### src/rtl/ram_ctrl_pkg.sv
// rtl/ram_ctrl_pkg.sv - shared state codes and default timing limits for the RAM port controller
package ram_ctrl_pkg;

   typedef enum logic [1:0] {
      S_IDLE  = 2'd0,
      S_WRITE = 2'd1,
      S_FILL  = 2'd2,
      S_SCAN  = 2'd3
   } state_t;

   localparam int DEF_DB_CNT   = 1_000_000;
   localparam int DEF_STEP_CNT = 50_000_000;

endpackage

### src/rtl/btn_debounce.sv
// rtl/btn_debounce.sv - push-button synchroniser and debouncer
// Emits a one-cycle press pulse on each accepted rising level.
module btn_debounce
   import ram_ctrl_pkg::*;
#(
   parameter int DB_CNT = DEF_DB_CNT
) (
   input  logic clk,
   input  logic rst,
   input  logic btn_raw,
   output logic press
);

   localparam int CW = (DB_CNT > 1) ? $clog2(DB_CNT) : 1;
   localparam logic [CW-1:0] CNT_LAST = CW'(DB_CNT - 1);

   logic          sync1_q, sync2_q;
   logic          stable_q, stable_d;
   logic          press_q, press_d;
   logic [CW-1:0] cnt_q, cnt_d;

   always_comb begin
      stable_d = stable_q;
      press_d  = 1'b0;
      cnt_d    = cnt_q + 1'b1;
      if (sync2_q == stable_q) begin
         cnt_d = '0;
      end else if (cnt_q == CNT_LAST) begin
         // Level held long enough: accept it and pulse only on a rising level.
         stable_d = sync2_q;
         press_d  = sync2_q;
         cnt_d    = '0;
      end
   end

   always_ff @(posedge clk or posedge rst) begin
      if (rst) begin
         sync1_q  <= 1'b0;
         sync2_q  <= 1'b0;
         stable_q <= 1'b0;
         press_q  <= 1'b0;
         cnt_q    <= '0;
      end else begin
         sync1_q  <= btn_raw;
         sync2_q  <= sync1_q;
         stable_q <= stable_d;
         press_q  <= press_d;
         cnt_q    <= cnt_d;
      end
   end

   assign press = press_q;

endmodule

### src/rtl/ram_port_ctrl.sv
// rtl/ram_port_ctrl.sv - button/switch front end driving single-port RAM strobes
// Single write, full-array fill and timed read-back scan.
module ram_port_ctrl
   import ram_ctrl_pkg::*;
#(
   parameter int AW       = 4,
   parameter int DW       = 8,
   parameter int DB_CNT   = DEF_DB_CNT,
   parameter int STEP_CNT = DEF_STEP_CNT
) (
   input  logic          clk,
   input  logic          rst,
   input  logic          btn_wr,
   input  logic          btn_fill,
   input  logic          btn_scan,
   input  logic [AW-1:0] sw_addr,
   input  logic [DW-1:0] sw_data,
   output logic          ram_we,
   output logic [AW-1:0] ram_addr,
   output logic [DW-1:0] ram_din,
   output logic          busy,
   output logic [1:0]    mode
);

   localparam int SW = (STEP_CNT > 1) ? $clog2(STEP_CNT) : 1;
   localparam logic [SW-1:0] STEP_LAST = SW'(STEP_CNT - 1);
   localparam logic [AW-1:0] ADDR_LAST = {AW{1'b1}};

   logic wr_p, fill_p, scan_p;

   btn_debounce #(.DB_CNT(DB_CNT)) u_db_wr   (.clk(clk), .rst(rst), .btn_raw(btn_wr),   .press(wr_p));
   btn_debounce #(.DB_CNT(DB_CNT)) u_db_fill (.clk(clk), .rst(rst), .btn_raw(btn_fill), .press(fill_p));
   btn_debounce #(.DB_CNT(DB_CNT)) u_db_scan (.clk(clk), .rst(rst), .btn_raw(btn_scan), .press(scan_p));

   state_t        state_q, state_d;
   logic          we_q, we_d;
   logic          busy_q, busy_d;
   logic [AW-1:0] addr_q, addr_d;
   logic [DW-1:0] din_q, din_d;
   logic [SW-1:0] step_q, step_d;

   always_comb begin
      state_d = state_q;
      we_d    = 1'b0;
      addr_d  = addr_q;
      din_d   = din_q;
      step_d  = step_q;
      case (state_q)
         S_IDLE: begin
            addr_d = sw_addr;
            din_d  = sw_data;
            if (wr_p) begin
               state_d = S_WRITE;
               we_d    = 1'b1;
            end else if (fill_p) begin
               state_d = S_FILL;
               we_d    = 1'b1;
               addr_d  = '0;
            end else if (scan_p) begin
               state_d = S_SCAN;
               addr_d  = '0;
               step_d  = '0;
            end
         end
         S_WRITE: begin
            state_d = S_IDLE;
            addr_d  = sw_addr;
            din_d   = sw_data;
         end
         S_FILL: begin
            // The last address is written on this cycle; stop rather than wrap.
            if (addr_q == ADDR_LAST) begin
               state_d = S_IDLE;
               addr_d  = sw_addr;
               din_d   = sw_data;
            end else begin
               we_d   = 1'b1;
               addr_d = addr_q + 1'b1;
            end
         end
         S_SCAN: begin
            if (scan_p) begin
               state_d = S_IDLE;
               addr_d  = sw_addr;
               din_d   = sw_data;
               step_d  = '0;
            end else if (step_q == STEP_LAST) begin
               step_d = '0;
               addr_d = addr_q + 1'b1;
            end else begin
               step_d = step_q + 1'b1;
            end
         end
         default: state_d = S_IDLE;
      endcase
      busy_d = (state_d == S_WRITE) || (state_d == S_FILL);
   end

   always_ff @(posedge clk or posedge rst) begin
      if (rst) begin
         state_q <= S_IDLE;
         we_q    <= 1'b0;
         busy_q  <= 1'b0;
         addr_q  <= '0;
         din_q   <= '0;
         step_q  <= '0;
      end else begin
         state_q <= state_d;
         we_q    <= we_d;
         busy_q  <= busy_d;
         addr_q  <= addr_d;
         din_q   <= din_d;
         step_q  <= step_d;
      end
   end

   assign ram_we   = we_q;
   assign ram_addr = addr_q;
   assign ram_din  = din_q;
   assign busy     = busy_q;
   assign mode     = state_q;

endmodule
### config.mk
export PLATFORM = sky130hd
export DESIGN_NAME = ram_port_ctrl
export DESIGN_NICKNAME = d
export VERILOG_FILES = /design/src/rtl/ram_ctrl_pkg.sv /design/src/rtl/btn_debounce.sv /design/src/rtl/ram_port_ctrl.sv
export SDC_FILE = /design/constraint.sdc
export NUM_CORES = 1
export LEC_CHECK = 0
export ABC_AREA = 1
export BUFFER_PORTS_ARGS = -buffer_cell sky130_fd_sc_hd__buf_2
export CORE_AREA = 2 2 143 145
export DETAILED_ROUTE_END_ITERATION = 12
export DIE_AREA = 0 0 145 147
export GPL_ROUTABILITY_DRIVEN = 0
export SLEW_MARGIN = 10
export SYNTH_ARGS = -nofsm -noshare
export SYNTH_HDL_FRONTEND = slang
export SYNTH_SLANG_ARGS = --single-unit
### constraint.sdc
create_clock -name clk -period 3.7 [get_ports clk]
set_input_delay 0.74 -clock clk [delete_from_list [all_inputs] [get_ports clk]]
set_output_delay 0.74 -clock clk [all_outputs]
set_load 0.03 [all_outputs]
After elaboration in Yosys (flattened, before gate mapping):

Index checks and enable logic that the tools add are counted.

* logic and storage cells: 95
* output and inout bits: 16
* register bits: 114
* input bits: 17

* bitwise logic cells: 3
* add/subtract/negate cells: 5
* reductions and logical operators: 9
* mux-type cells: 38
* equality and inequality tests: 19

Operator list (count)
* $mux W26: 5
* $mux W20: 6
* $add A20 B1 Y20 const B: 3
* $eq A20 B20 Y1 const B: 3
* $pmux W26 S2: 1
* $add A26 B1 Y26 const B: 1
* $eq A26 B26 Y1 const B: 1
* $mux W4: 6
* $pmux W8 S3: 1
* $mux W8: 2
* $pmux W4 S4: 1
* $mux W2: 5
* $mux W1: 9
* $pmux W2 S4: 1
* $reduce_and A2 Y1: 4
* $eq A2 B2 Y1 const B: 3
* $ne A2 B2 Y1 const B: 3
* $add A4 B1 Y4 const B: 1
* $eq A2 B1 Y1 const B: 2
* $eq A4 B4 Y1 const B: 1
* $ne A2 B1 Y1 const B: 2
* $reduce_and A4 Y1: 1
* $eq A1 B1 Y1: 3
* $ne A3 B2 Y1 const B: 1
* 6 further kinds: 8

Longest topological paths before layout:

* depth after elaboration: 6
* gate-level depth with buffers: 11
* depth with buffers taken out: 11

Hierarchy:

Synthesis repeated with hierarchy kept, for this count alone.

* cells, all modules: 826
* area total of the unflattened synthesis: 6388.6 µm²

Modules (own cells, without submodules)
* btn_debounce: area each 1298.7 µm², seq. area each 600.6 µm², times used 3, cells each 164
* ram_port_ctrl: area each 2492.4 µm², seq. area each 1051.0 µm², times used 1, cells each 334

Worst setup path after synthesis:

Ideal clock, no wire load.

* kind: flip-flop to flip-flop
* from: register addr_q[0] (netlist: ram_addr[0])
* to: register addr_q[3] (netlist: ram_addr[3])
* required time: 3571 ps
* arrival time: 1506 ps
* path slack: 2065 ps
* library setup time: 129 ps
* clock period less this slack: 1635 ps
* cell stages (with the launch flop): 10
* path buffers: 1
* path through: dfrtp_1 -> ha_1 -> nand3_1 -> nand2_1 -> nand2_1 -> buf_4 -> nand2_1 -> o21ai_0 -> o21ai_0 -> o21ai_0

* longest elaborated chain between the ends: 4
* elaborated cells on any way between the ends: 6
* classes of those cells: add/sub: 1; eq/ne: 1; mux: 4

Ends and longest elaborated chain
* start, declared: RTL line ram_port_ctrl.sv:38 `logic [AW-1:0] addr_q, addr_d;`
* start signal, assigned: RTL line ram_port_ctrl.sv:111 `addr_q <= addr_d;`
* $add A4 B1 Y4: RTL line ram_port_ctrl.sv:78, ram_port_ctrl.sv:89
* $mux W4: RTL line ram_port_ctrl.sv:87 `end else if (step_q == STEP_LAST) begin`
* $mux W4: RTL line ram_port_ctrl.sv:82 `if (scan_p) begin`
* $pmux W4 S4 (*): RTL line ram_port_ctrl.sv:48 `case (state_q)`

Mark *: on every way between the ends. The rest lies on a longest branch, timed or not. The select of a mux whose other input is x is not followed.
A chain may end at the register's enable or synchronous reset.

Final worst setup path:

* from: register u_db_fill.cnt_q[0]
* to: register u_db_fill.cnt_q[11]

* longest elaborated chain between the ends: 3
* elaborated cells on any way between the ends: 4
* classes of those cells: add/sub: 1; eq/ne: 1; mux: 2

Ends and longest elaborated chain
* start, declared: RTL line btn_debounce.sv:20 `logic [CW-1:0] cnt_q, cnt_d;`
* start signal, assigned: RTL line btn_debounce.sv:48 `cnt_q <= cnt_d;`
* $add A20 B1 Y20 / $eq A20 B20 Y1 (equally long branches): RTL line btn_debounce.sv:25, btn_debounce.sv:28
* $mux W20 (*): RTL line btn_debounce.sv:28 `end else if (cnt_q == CNT_LAST) begin`
* $mux W20 (*): RTL line btn_debounce.sv:26 `if (sync2_q == stable_q) begin`
* via u_db_fill.cnt_d[11]: RTL line btn_debounce.sv:20

The timed path passes the listed nets; every way through them passes the cells marked *.

==> run_results.csv <==
group,metric,value,unit
cts,clockBufferDepth,2,
place,dp_cells,1044,
cells_and_area,final_cell_mix,"nand2_1, nor2_1, dfrtp_1",
setup_path,crit_path_max_incr_delay,370,ps
yosys,syn_avg_cell_area,7.84,um^2
setup_path,r2r-start,"u_db_fill.cnt_q[0]",
grt,grt_pass1_wl,21500,um
power,leakagePower,3.14,nW
cts,cts_tree,"yes",
cts,numClockSinks,114,
cts,ctsHtreeMaxLevel,4,
detailed_routing,route.vias.total,4787,
yosys,ys.warnings.count,0,
setup_path,critical_path_buf_inv_count,1,
detailed_routing,routed_wl,12400,um
grt,antenna_found_initial,0,
setup_path,reg2regPathDepth,7,
detailed_routing,drt-initial-drc-count,285,
setup_path,endpoint_kind,"register",
power,power_density,429,nW/um^2
cells_and_area,layout_commonest_cell,"nand2_1",
grt,grt_use_total,12.3,%
timing,fmax,0.504,GHz
cells_and_area,area_growth,18.3,%
setup_path,worstSetupPathType,"register to register",
place,placed_area,6330,um^2
floorplanning,dieArea,21300,um^2
power,clockPowerShare,53.2,%
detailed_routing,route.detailed.drc,0,
timing,slew_headroom,58.4,%
timing,skew,7.82,ps
cells_and_area,stdcell_count,1073,
grt,grt_max_degree,49,
timing,rsz0062_at_grt,"false",
floorplanning,start_util,29.4,%
grt,grt_pass1_vias,4615,
floorplanning,coreArea,19800,um^2
power,peakVddDrop,327,uV
timing,fin_crit_sh,53.6,%
power,p_sw_share,20.8,%
place,port_buffers,32,
setup_path,crit_family,"simple AND/OR/NAND/NOR gates",
setup_path,cp_cell_sequence,"ha_1, nand3_1, nor3_1, nand3_1, nand2_1, inv_1, and3_1",
cells_and_area,fillers,2061,
setup_path,cp_data_required_time,4000,ps
timing,worst_slew_pin_slew,620,ps
power,p_int,2.34,mW
power,comb_power_share,3.5,%
cts,clkTransAtPathRegs,50,ps
yosys,synth_cells,744,
yosys,syn_nets,766,
detailed_routing,vias_per_cell,4.46,
floorplanning,die_x,145,um
cts,insertion_delay,410,ps
setup_path,crit_arrival,2290,ps
detailed_routing,wl_per_cell,11.5,um
setup_path,reg2reg_slack,1720,ps
timing,fin_setup_tns,0,ps
floorplanning,die_h,147,um
cts,ctsHoldBuffers,0,
setup_path,critPathLaunchType,"register",
timing,min_period,1980,ps
cells_and_area,fin_area,6890,um^2
cells_and_area,drive_gt1_share,10.5,%
setup_path,cpMaxStageDelayCell,"nand2_1",
timing,final_hold_viol_count,0,
yosys,synth_area,5830,um^2
yosys,yosys.cell_types.count,37,
grt,grt-ovfl-total,0,
detailed_routing,ant_nets,0,
cells_and_area,diodes,0,
power,netSwitchingPower,0.614,mW
setup_path,r2r_end,"u_db_fill.cnt_q[11]",
job,max-cap-violations,0,
cells_and_area,nets,815,
yosys,ys_ff_latch,114,
floorplanning,ios,33,
floorplanning,rows,52,
place,dp_hpwl,8870,um
hold_path,hold_path_class,"input pin to async pin",
run_status,status,"finished, final reports clean",
yosys,yosysSeqAreaShare,48.9,%
power,power_frac_seq,43.3,%
setup_path,crit_path_frequent_cell,"nand3_1",
cts,root_buffer,"clkbuf_16",
setup_path,crit_fanout,13,
detailed_routing,first_pass_iters,5,
timing,setup_viol,0,
cts,cts_resized,0,
timing,drv_slew,0,
cts,cts_setup_buffers,0,
cts,cts-buffers-inserted,17,
==> cells by family after synthesis <==
logic type | after synthesis | share of synthesized area [%]
AOI/OAI and AO/OA | 59 | 5.86
xor gates and xnor gates | 32 | 4.81
adders and majority gates | 5 | 1.07
buffers and inverters | 105 | 7.13
DFF | 114 | 48.9
and+or+nand+nor | 429 | 32.2
==> metrics by stage <==
step	setup WS, ps	power (mW)	hold WS [ps]	utilization (%)
2_1_floorplan	1570	1.37	331	-
3_3_place_gp	1800	1.41	338	31.9
3_5_place_dp	1750	1.41	340	31.9
4_1_cts	1730	3.01	303	34.7
5_1_grt	1470	3.08	330	34.7
6_report	1720	2.96	306	34.7
==> metal layers <==
metal / track usage (%) / part of all wire [%]
met1: 16.5 / 50
met2: 19.1 / 45
met3: 3.17 / 3.3
met4: 5.20 / 1.9
met5: 0 / 0
==> registers in the layout, summed over array words and instances, names as in the netlist, 2 cells and up <==
name	count
u_db_wr.cnt_q	20
ram_addr	4
step_q	26
u_db_fill.cnt_q	20
u_db_scan.cnt_q	20
ram_din	8
mode	2
==> how the worst max path moves through the flow <==
stage	startpoint	to	depth (start not counted)
global placement	u_db_fill.cnt_q[0]	u_db_fill.cnt_q[11]	7
CTS	u_db_fill.cnt_q[0]	u_db_fill.cnt_q[11]	7
detailed placement	u_db_fill.cnt_q[0]	u_db_fill.cnt_q[11]	7
finish	u_db_fill.cnt_q[0]	u_db_fill.cnt_q[11]	7
global route	u_db_fill.cnt_q[0]	u_db_fill.cnt_q[17]	8
floorplan	rst	busy	1
==> worst register-to-register path: cells and delay by family, from the launching register on <==
| family | cells | cell delay [ps] |
|---|---|---|
| flip-flops | 1 | 360 |
| buffers and inverters | 1 | 220 |
| AND/OR/NAND/NOR | 5 | 1100 |
| adder cells (fa/ha/maj) | 1 | 190 |
==> cells in the mapped netlist <==
library cell	count	area, um^2
buf_2	2	10.0
dfrtp_1	114	2850
nand2_2	5	31.3
nand2_4	1	11.3
nor3b_1	3	22.5
buf_6	2	22.5
nor3_2	1	10.0
o21bai_1	2	15.0
o32ai_1	1	8.76
a21oi_1	20	100
a21boi_0	1	7.51
inv_1	96	360
or2_2	1	6.26
nor3_1	42	210
nand2_1	156	586
buf_4	1	7.51
o22ai_1	2	12.5
nor2_1	137	514
o21ai_1	1	5.00
o211ai_1	1	7.51
xor2_1	23	201
nor2_8	1	20.0
o21ai_0	23	115
nor2_2	4	25.0
ha_1	5	62.6
a31oi_1	5	31.3
and3_1	4	25.0
nand3_2	1	10.0
nor2_4	1	11.3
xnor2_1	9	78.8
nand3_4	1	17.5
inv_2	4	15.0
nand3_1	54	270
nor4_1	1	6.26
a21boi_4	1	18.8
nand4_1	16	100
o211a_1	2	20.0
==> cell type report <==
type | instances | area, um^2 | area share [%]
clock buffer | 23 | 488 | 7.08
tap | 270 | 338 | 4.90
sequential | 114 | 2850 | 41.4
clock inverter | 6 | 80.1 | 1.16
inverter | 100 | 379 | 5.50
multi-input combinational | 525 | 2560 | 37.2
timing repair buffer | 35 | 195 | 2.83
==> power groups by stage <==
stage                     combinational [mW]  sequential (mW)  clock, mW
after global routing                   0.120             1.28       1.67
final                                  0.104             1.28       1.57
after CTS                              0.108             1.28       1.62
after floorplan                       0.0564             1.31          0
after global placement                 0.107             1.30          0
after detailed placement               0.108             1.30          0
Note: power is estimated with default switching activity, not from simulation.
